File: src/rtl/chroma_upsample_h_pkg.sv
// Shared definitions for the horizontal 4:2:2 -> 4:4:4 chroma upsampler.
package chroma_upsample_h_pkg;

  localparam int W   = 8;
  localparam int RND = 2;

  typedef enum logic [1:0] {
    IDLE = 2'd0,
    EVEN = 2'd1,
    WAIT = 2'd2,
    ODD  = 2'd3
  } state_t;

endpackage

File: src/rtl/chroma_upsample_h_times3.sv
// Combinational multiply-by-three built from a single shift and add.
module chroma_times3 #(
  parameter int W = 8
) (
  input  logic [W-1:0] x,
  output logic [W+1:0] y
);

  assign y = {1'b0, x, 1'b0} + {2'b00, x};

endmodule

File: src/rtl/chroma_upsample_h.sv
// Streaming 1:2 horizontal chroma upsampler: each input sample produces an even
// output blended with its left neighbour and an odd output blended with its right.
module chroma_upsample_h
  import chroma_upsample_h_pkg::*;
#(
  parameter int W = chroma_upsample_h_pkg::W
) (
  input  logic         clk,
  input  logic         rst,
  input  logic [W-1:0] in_data,
  input  logic         in_valid,
  input  logic         in_last,
  output logic         in_ready,
  output logic [W-1:0] out_data,
  output logic         out_valid,
  output logic         out_last,
  input  logic         out_ready
);

  state_t         state;
  logic [W-1:0]   prev;
  logic [W-1:0]   cur;
  logic [W-1:0]   nxt;
  logic           cur_last;
  logic           nxt_valid;
  logic           nxt_last;
  logic           out_valid_q;

  logic           in_fire;
  logic           out_fire;
  logic [W+1:0]   cur_x3;
  logic [W-1:0]   nb;
  logic [W+2:0]   sum;

  chroma_times3 #(.W(W)) u_times3 (
    .x (cur),
    .y (cur_x3)
  );

  // Ready depends only on registered state, so there is no combinational
  // loop through the upstream valid.
  always_comb begin
    in_ready = 1'b0;
    case (state)
      IDLE:    in_ready = 1'b1;
      EVEN:    in_ready = !cur_last && !nxt_valid;
      WAIT:    in_ready = 1'b1;
      ODD:     in_ready = 1'b0;
      default: in_ready = 1'b0;
    endcase
    if (rst) in_ready = 1'b0;
  end

  assign in_fire  = in_valid && in_ready;
  assign out_fire = out_valid_q && out_ready;

  // Odd outputs replicate cur at the right edge of a line.
  always_comb begin
    nb = prev;
    if (state == ODD) nb = cur_last ? cur : nxt;
  end

  assign sum       = {1'b0, cur_x3} + {3'b000, nb} + (W+3)'(RND);
  assign out_data  = out_valid_q ? W'(sum >> 2) : '0;
  assign out_valid = out_valid_q;
  assign out_last  = (state == ODD) && cur_last;

  always_ff @(posedge clk or posedge rst) begin
    if (rst) begin
      state       <= IDLE;
      prev        <= '0;
      cur         <= '0;
      nxt         <= '0;
      cur_last    <= 1'b0;
      nxt_valid   <= 1'b0;
      nxt_last    <= 1'b0;
      out_valid_q <= 1'b0;
    end else begin
      case (state)
        IDLE: begin
          if (in_fire) begin
            cur         <= in_data;
            prev        <= in_data;
            cur_last    <= in_last;
            nxt_valid   <= 1'b0;
            state       <= EVEN;
            out_valid_q <= 1'b1;
          end
        end

        EVEN: begin
          if (in_fire) begin
            nxt       <= in_data;
            nxt_last  <= in_last;
            nxt_valid <= 1'b1;
          end
          if (out_fire) begin
            // Without a right neighbour in hand the odd output must wait.
            if (cur_last || nxt_valid || in_fire) begin
              state <= ODD;
            end else begin
              state       <= WAIT;
              out_valid_q <= 1'b0;
            end
          end
        end

        WAIT: begin
          if (in_fire) begin
            nxt         <= in_data;
            nxt_last    <= in_last;
            nxt_valid   <= 1'b1;
            state       <= ODD;
            out_valid_q <= 1'b1;
          end
        end

        ODD: begin
          if (out_fire) begin
            if (cur_last) begin
              state       <= IDLE;
              out_valid_q <= 1'b0;
            end else begin
              prev      <= cur;
              cur       <= nxt;
              cur_last  <= nxt_last;
              nxt_valid <= 1'b0;
              state     <= EVEN;
            end
          end
        end

        default: begin
          state       <= IDLE;
          out_valid_q <= 1'b0;
        end
      endcase
    end
  end

endmodule

File: config.mk
export PLATFORM = sky130hd
export DESIGN_NAME = chroma_upsample_h
export DESIGN_NICKNAME = d
export VERILOG_FILES = /design/src/rtl/chroma_upsample_h_pkg.sv /design/src/rtl/chroma_upsample_h_times3.sv /design/src/rtl/chroma_upsample_h.sv
export SDC_FILE = /design/constraint.sdc
export NUM_CORES = 1
export LEC_CHECK = 0
export CAP_MARGIN = 25
export CORE_MARGIN = 5
export CORE_UTILIZATION = 45
export DETAILED_ROUTE_END_ITERATION = 10
export PLACE_DENSITY_LB_ADDON = 0.1
export SETUP_SLACK_MARGIN = 0.15
export SYNTH_ARGS = -nofsm -noshare
export SYNTH_HDL_FRONTEND = slang
export SYNTH_SLANG_ARGS = --single-unit
File: constraint.sdc
create_clock -name clk -period 4.93 [get_ports clk]
set_input_delay 0.493 -clock clk [delete_from_list [all_inputs] [get_ports clk]]
set_output_delay 0.493 -clock clk [all_outputs]
set_load 0.1 [all_outputs]
# ---- Word level (Yosys, flattened, before mapping)
# Cells that the tools add are included.
dict set report word_totals {
  mem_count 0
  ff_bits 30
  rom_bits 0
  latch_bits 0
  word_cells 73
  ramBits 0
  input_bits 13
  output_inout_bits 11
}
dict set report op_classes {
  muxes 32
  n_addsub 3
  n_reduce_logical 18
  n_lt_le_gt_ge 0
  eq_ne 12
  n_shift 0
  n_div 0
  n_mul 0
  n_bitwise 0
}
# cell count
set op_table {}
lappend op_table {{$mux 8} 7}
lappend op_table {{$pmux 8 s2} 2}
lappend op_table {{$mux 1} 14}
lappend op_table {{$ne 2x2->1 const B} 7}
lappend op_table {{$reduce_and 4->1} 3}
lappend op_table {{$add 10x2->10 const B} 1}
lappend op_table {{$add 10x8->10} 1}
lappend op_table {{$add 9x8->10} 1}
lappend op_table {{$pmux 1 s3} 3}
lappend op_table {{$mux 2} 4}
lappend op_table {{$pmux 2 s4} 1}
lappend op_table {{$reduce_and 5->1} 1}
lappend op_table {{$eq 2x2->1 const B} 2}
lappend op_table {{$logic_and 1x1->1} 4}
lappend op_table {{$ne 2x1->1 const B} 2}
lappend op_table {{$reduce_or 2->1} 2}
lappend op_table {{$reduce_and 3->1} 1}
lappend op_table {{$eq 2x1->1 const B} 1}
lappend op_table {{$logic_not 1->1} 2}
lappend op_table {{$logic_not 2->1} 1}
lappend op_table {{$logic_or 1x1->1} 2}
lappend op_table {{$pmux 1 s2} 1}
lappend op_table {{$reduce_and 2->1} 1}
lappend op_table {{$reduce_bool 2->1} 1}

# ---- Longest topological paths before layout
# Gate-level depths: netlist of run 1.
dict set report logic_depth {
  word_depth 9
  mapped_depth 13
  mapped_depth_nobuf 10
}

# ---- Cells and area by module
# A second synthesis of run 1 with hierarchy kept.
dict set report hier_totals {
  cells_unflattened 288
  area_unflattened_um2 2722.6
}
# module seq_area_each_um2 area_per_inst_um2 n_inst cells_each
set modules_own_cells {}
lappend modules_own_cells {chroma_upsample_h 750.7 2369.8 1 245}
lappend modules_own_cells {chroma_times3 0.0 352.8 1 43}

# ---- Least setup slack after synthesis of run 1
# No wires, ideal clock.
dict set report synth_timing {
  kind {register to output}
  start {register state[0]}
  end {output port out_data[7]}
  arrival_time_ns 4.839
  path_slack_ns -0.402
  n_path_buf 3
  path_stages_with_launch 13
  path_cell_list {dfrtp_1 -> ha_1 -> buf_2 -> buf_1 -> buf_2 -> nor2_1 -> a21oi_1 -> fa_1 -> ha_1 -> nand2_1 -> o21ai_2 -> a221oi_2 -> o21ai_0}
}
dict set report synth_via {
  elab_chain_cells 5
}
# item line
set synth_lines {}
lappend synth_lines {{from (decl)} chroma_upsample_h.sv:20} ;# state_t state;
lappend synth_lines {{from (signal assigned)} chroma_upsample_h.sv:70} ;# state <= IDLE;
lappend synth_lines {{from (signal assigned)} chroma_upsample_h.sv:86} ;# state <= EVEN;
lappend synth_lines {{from (signal assigned)} chroma_upsample_h.sv:100} ;# state <= ODD;
lappend synth_lines {{$eq 2x2->1} chroma_upsample_h.sv:60} ;# if (state == ODD) nb = cur_last ? cur : nxt;
lappend synth_lines {{$mux 8} chroma_upsample_h.sv:60}
lappend synth_lines {{$add 10x8->10} chroma_upsample_h.sv:63} ;# assign sum = {1'b0, cur_x3} + {3'b000, nb} + (W+3)'(RND);
lappend synth_lines {{$add 10x2->10} chroma_upsample_h.sv:63}
lappend synth_lines {{$mux 8} chroma_upsample_h.sv:64} ;# assign out_data = out_valid_q ? W'(sum >> 2) : '0;
lappend synth_lines {{to (decl)} chroma_upsample_h.sv:14} ;# output logic [W-1:0] out_data,
# Every way passes these cells.

# ---- Final worst setup path of run 1
dict set report layout_timing {
  start {register state[0]}
  end {output port out_data[6]}
}
# Same word-level chain as after synthesis.

==> flow_summary.ini, run 1 <==
[global_route]
grt_first_pass_wirelength_um = 7470
grt_max_degree = 39
antenna_found_initial = 0
grt_pass1_vias = 1490
grt-ovfl-total = 0
track_usage = 0.151

[route]
drt_pre_antenna_iters = 4
drc = 0
drt-total-wl_um = 4400
vias = 1654
wl_per_cell_um = 14.5
drtIter0Drc = 72
antenna_left = 0
viasPerCell = 5.44

[placement]
place_inst = 296
gp_congestion = 0.810
io_buffer_count = 23
dp_hpwl_um = 3290

[synth]
syn_nets = 260
syn_area_um2 = 2170
synth_top_cell_by_area = dfrtp_1
yosys.area.top_type_share = 0.346
synthCells = 228
syn_area_per_cell_um2 = 9.53
synth.area.top_cells = dfrtp_1 (35%), mux2i_1 (7.8%), ha_1 (7.5%)
synth_warnings = 0
yosysSeqAreaShare = 0.346
synth_seq_cells = 30
synth_cell_types = 43

[worst_setup_path]
cp_slowest_stage_delay_ps = 400
crit_chain = ha_1, buf_4, nand2b_1, o221a_2, ha_1, and3b_1, a311oi_4, o21ai_2, a221oi_2, mux2i_2, buf_12
cp.arrival_ps = 3520
setup.worst_path.class = reg2out
cp_slowest_cell = dfrtp_1
critPathRequiredTime_ps = 4440
end_kind = output port
startpoint_type = register
path_max_fanout = 38
crit_path_frequent_cell = ha_1
cp_top_family = compound AO/OA/AOI/OAI gates
worst-path-buf-inv = 2

[layout]
area_growth_pct = 17.6
nNetsFinal = 281
fin_cells = 304
drive_gt1_frac = 0.144
multi_input_area_um2 = 1330
fill_cells = 439
antenna_cells = 0
register_area_um2 = 751

[clock_tree]
cts_sinks = 30
clockRootBuffer = clkbuf_8
cts_setup_buffers = 0
cts.path.max_buffers = 2
path_clk_slew_ps = 60
htree_levels = 2
numCtsBuffers = 5
cts_tree = built
hold_buffers = 0
cts_resized = 0
clock_latency_ps = 270

[sta]
fmax_mhz = 249
hold_viol = 0
tns_ps = 0
period_share = 0.814
rsz0062_at_grt = no
worst_slew_pin_slew_ps = 966
setup_viol = 0
max_slew_margin = 0.354
fin_skew_ps = 3.53
slew_violations = 0
period_needed_ps = 4010

[run_status]
status = completed

[die]
die_w_um = 79.5
initial_utilization = 0.463
die-area_um2 = 6320
ios = 24
die_h_um = 79.5
num_rows = 25
fp.coreArea_um2 = 4690

[run]
maxCapViolations = 0

[hold_path]
min_path_type = reg2reg
[registers in the layout, summed over array words and instances, names as in the netlist]
signal     flops
cur            8
nxt            8
prev           8
state          2
cur_last       1
nxt_last       1
nxt_valid      1
out_valid      1
[placed cells by master, fill, tap and decap left out, types with 5 or more instances in the layout]
cell,count
dfrtp_1,30
a21oi_1,23
nand2_1,21
nor2_1,20
clkdlybuf4s50_1,15
inv_1,14
mux2i_1,13
ha_1,13
o21ai_0,8
mux2_2,8
buf_4,7
fa_1,6
clkbuf_8,6
o21a_1,5
nand2b_1,5
and2_1,5
a32oi_1,5
a22oi_1,5
[through the flow]
stage          utilization  area (µm²)  hold WS [ps]  worst slack, ps
2_1_floorplan            -        2190           450              349
3_3_place_gp         0.525        2460           468             1250
3_5_place_dp         0.525        2460           477             1210
4_1_cts              0.545        2550           492              905
5_1_grt              0.545        2550           551              703
6_report             0.545        2550           485              918
[area by class of cell]
class,instances,share of cell area
Sequential cell,30,0.294
Inverter,14,0.0206
Clock buffer,7,0.0338
Multi-Input combinational cell,173,0.521
Timing Repair Buffer,25,0.103
Clock inverter,1,0.00196
Tap cell,54,0.0264
[path summary, 6_finish.rpt]
path                           from     endpoint  slack [ps]  cells past startpoint
setup reg to reg           cur_last       nxt[2]        2750                      4
min in group asynchronous       rst     state[0]         550                      2
max in group asynchronous       rst       nxt[5]        3790                      3
hold / removal             nxt_last     nxt_last         480                      2
setup / recovery           state[0]  out_data[6]         920                     11
hold reg to reg            nxt_last     nxt_last         480                      2
[logic make-up (layout without fill, tap and decap cells)]
logic type               Yosys count  in the layout  synth area share
flip-flops                        30             30             0.346
multiplexers                      26             26             0.127
AND/OR/NAND/NOR                   65             65             0.147
adder cells (fa/ha/maj)           19             19             0.130
buffers and inverters             25             47            0.0490
AO/OA/AOI/OAI                     60             60             0.189
XOR/XNOR                           3              3            0.0121
[worst min-delay path: cells and delay by family, from the launching register on]
kind | cells | cell delay [ps]
simple gates | 1 | 40
flops | 1 | 340
compound gates | 1 | 60
[synth_stat cells]
cell	n
dfrtp_1	30
a21oi_1	23
nand2_1	21
nor2_1	20
mux2i_1	17
inv_1	14
ha_1	13
o21ai_0	9
mux2_2	8
fa_1	6
a22oi_1	5
a32oi_1	5
and2_1	5
clkbuf_1	5
nand2b_1	5
o21a_1	5
buf_2	4
nor2b_1	3
nor4_1	3
nor3_1	2
o31ai_1	2
xor2_1	2
a21o_1	1
a221o_1	1
a221oi_2	1
a2bb2oi_1	1
a311oi_4	1
a31oi_1	1
a41oi_1	1
and3b_1	1
and4_1	1
buf_1	1
buf_6	1
mux2_4	1
nand3b_1	1
nand4_1	1
nor3b_2	1
nor4_2	1
o21ai_2	1
o21bai_1	1
o221a_2	1
o22ai_1	1
xnor2_1	1
[routing by layer]
metal,track usage,vias to the layer above,routed length (µm)
met5,0,-,0
met4,0.0464,0,53
met3,0.0305,4,169
li1,-,855,-
met1,0.231,768,2330
met2,0.210,27,1850
Power of run 1 is left out: the tool's default activity adds up to more than one toggle a clock period on the data nets, which glitch-free logic cannot reach.
==> run 2: changes to the inputs <==
==> constraint.sdc (replaced) <==
create_clock -name clk -period 3.4 [get_ports clk]
set_input_delay 0.34 -clock clk [delete_from_list [all_inputs] [get_ports clk]]
set_output_delay 0.34 -clock clk [all_outputs]
set_load 0.1 [all_outputs]
==> flow_summary.ini, run 2 (synthesis gave the netlist of run 1 again) <==
[run_status]
status = finished with violations
violations = negative setup slack

[layout]
largestRegisters = cur x8, nxt x8, prev x8
drive_gt1_frac = 0.349
antenna_cells = 0
fin_area_um2 = 3110
nNetsFinal = 306
area_growth_pct = 43.1
final_common_cell = dfrtp_1
final_cell_mix = dfrtp_1 (29), buf_4 (24), nand2_1 (20)

[clock_tree]
path_clk_slew_ps = 70
clockRootBuffer = clkbuf_8
hold_buffers = 0
htree_levels = 2
cts.path.max_buffers = 2
cts_sinks = 30
cts_tree = built
numCtsBuffers = 5
clock_latency_ps = 280

[worst_setup_path]
reg2reg_to = cur[1]
cp_slowest_stage_delay_ps = 550
setup.worst_path.class = reg2out
reg2reg_slack_ps = 1030
cp.arrival_ps = 3090
startpoint_type = register
path_max_fanout = 7
rr_startpoint = state[0]
end_kind = output port
cp_slowest_cell = fa_1
reg2reg_depth = 7
crit_chain = ha_4, buf_12, buf_6, nor2_2, a21oi_2, fa_1, ha_4, and4_4, a221oi_4, mux2i_4, buf_12
cp-endpoint = out_data[6]
critPathRequiredTime_ps = 3060
worstSetupStartpoint = state[0]

[global_route]
grt-ovfl-total = 0
grt_first_pass_wirelength_um = 8400
grt_max_degree = 31
grt_pass1_vias = 1698
track_usage = 0.170
antenna_found_initial = 0

[placement]
gp_congestion = 0.798
io_buffer_count = 23
place_ws_ps = 69.2
dp_hpwl_um = 3620
place_area_um2 = 2720

[route]
drt_pre_antenna_iters = 4
antenna_left = 0
drtIter0Drc = 153
vias = 1847
drc = 0
drt-total-wl_um = 5190
viasPerCell = 5.61
wl_per_cell_um = 15.8

[hold_path]
holdPathStages = 2
min_path_type = reg2reg

[sta]
rsz0062_at_grt = yes
fmax_mhz = 291
timing.hold.ws_ps = 486
slew_violations = 0
max_slew_margin = 0.359
hold_viol = 0
period_needed_ps = 3430
period_share = 1.01
setup_viol = 1
fin_skew_ps = 7.10
postLayoutSetupSlackWorst_ps = -30.8
worst_slew_pin_slew_ps = 959

[die]
die_w_um = 79.5
initial_utilization = 0.463
fp.coreArea_um2 = 4690
ios = 24
num_rows = 25
die-area_um2 = 6320
die_h_um = 79.5

[run]
maxCapViolations = 0
==> run 2: stage by stage <==
| stage | instances | utilization | setup TNS, ps |
|---|---|---|---|
| CTS | 318 | 0.628 | -41.7 |
| finish | 329 | 0.662 | -30.8 |
| global route | 329 | 0.662 | -244 |
| global placement | 301 | 0.579 | 0 |
| floorplan | 228 | - | -526 |
| detailed placement | 301 | 0.579 | 0 |
==> run 2: worst max-delay path: cells and delay by family (launching register included) <==
family / cells / cell delay, ps
mux: 1 / 300
flops: 1 / 420
compound gates: 2 / 390
buf+inv: 3 / 460
fa+ha+maj: 3 / 970
simple gates: 2 / 260
==> run 2: metal layers <==
metal	global-route usage	vias to the layer above	wire length, µm
met5	0	-	0
met2	0.256	50	2410
li1	-	903	-
met1	0.245	888	2440
met3	0.0305	6	266
met4	0.0567	0	68
==> run 2: repair_timing <==
item | in CTS | in global routing
endpoints found under the setup margin | 6 | 7
pin swaps | 10 | 13
endpoints found under the hold margin | 0 | 0
gates resized for setup | 16 | 18
setup buffers | 9 | 11
==> run 2: worst min-delay path by stage <==
stage | slack, ps | from | to
after floorplan | 430 | rst | cur[0]
after global placement | 470 | nxt_last | nxt_last
after detailed placement | 480 | nxt_last | nxt_last
after CTS | 490 | nxt_last | nxt_last
after global routing | 530 | nxt_last | nxt_last
final | 490 | nxt_last | nxt_last
==> run 2: cell type report <==
cell class / count / area [µm²]
multi-input combinational: 173 / 1610
fill: 354 / 1580
sequential: 30 / 752
timing repair buffer: 50 / 538
clock buffer: 7 / 86.3
tap: 54 / 67.6
inverter: 14 / 52.6
clock inverter: 1 / 5.00
Power of run 2 is left out for the same reason.
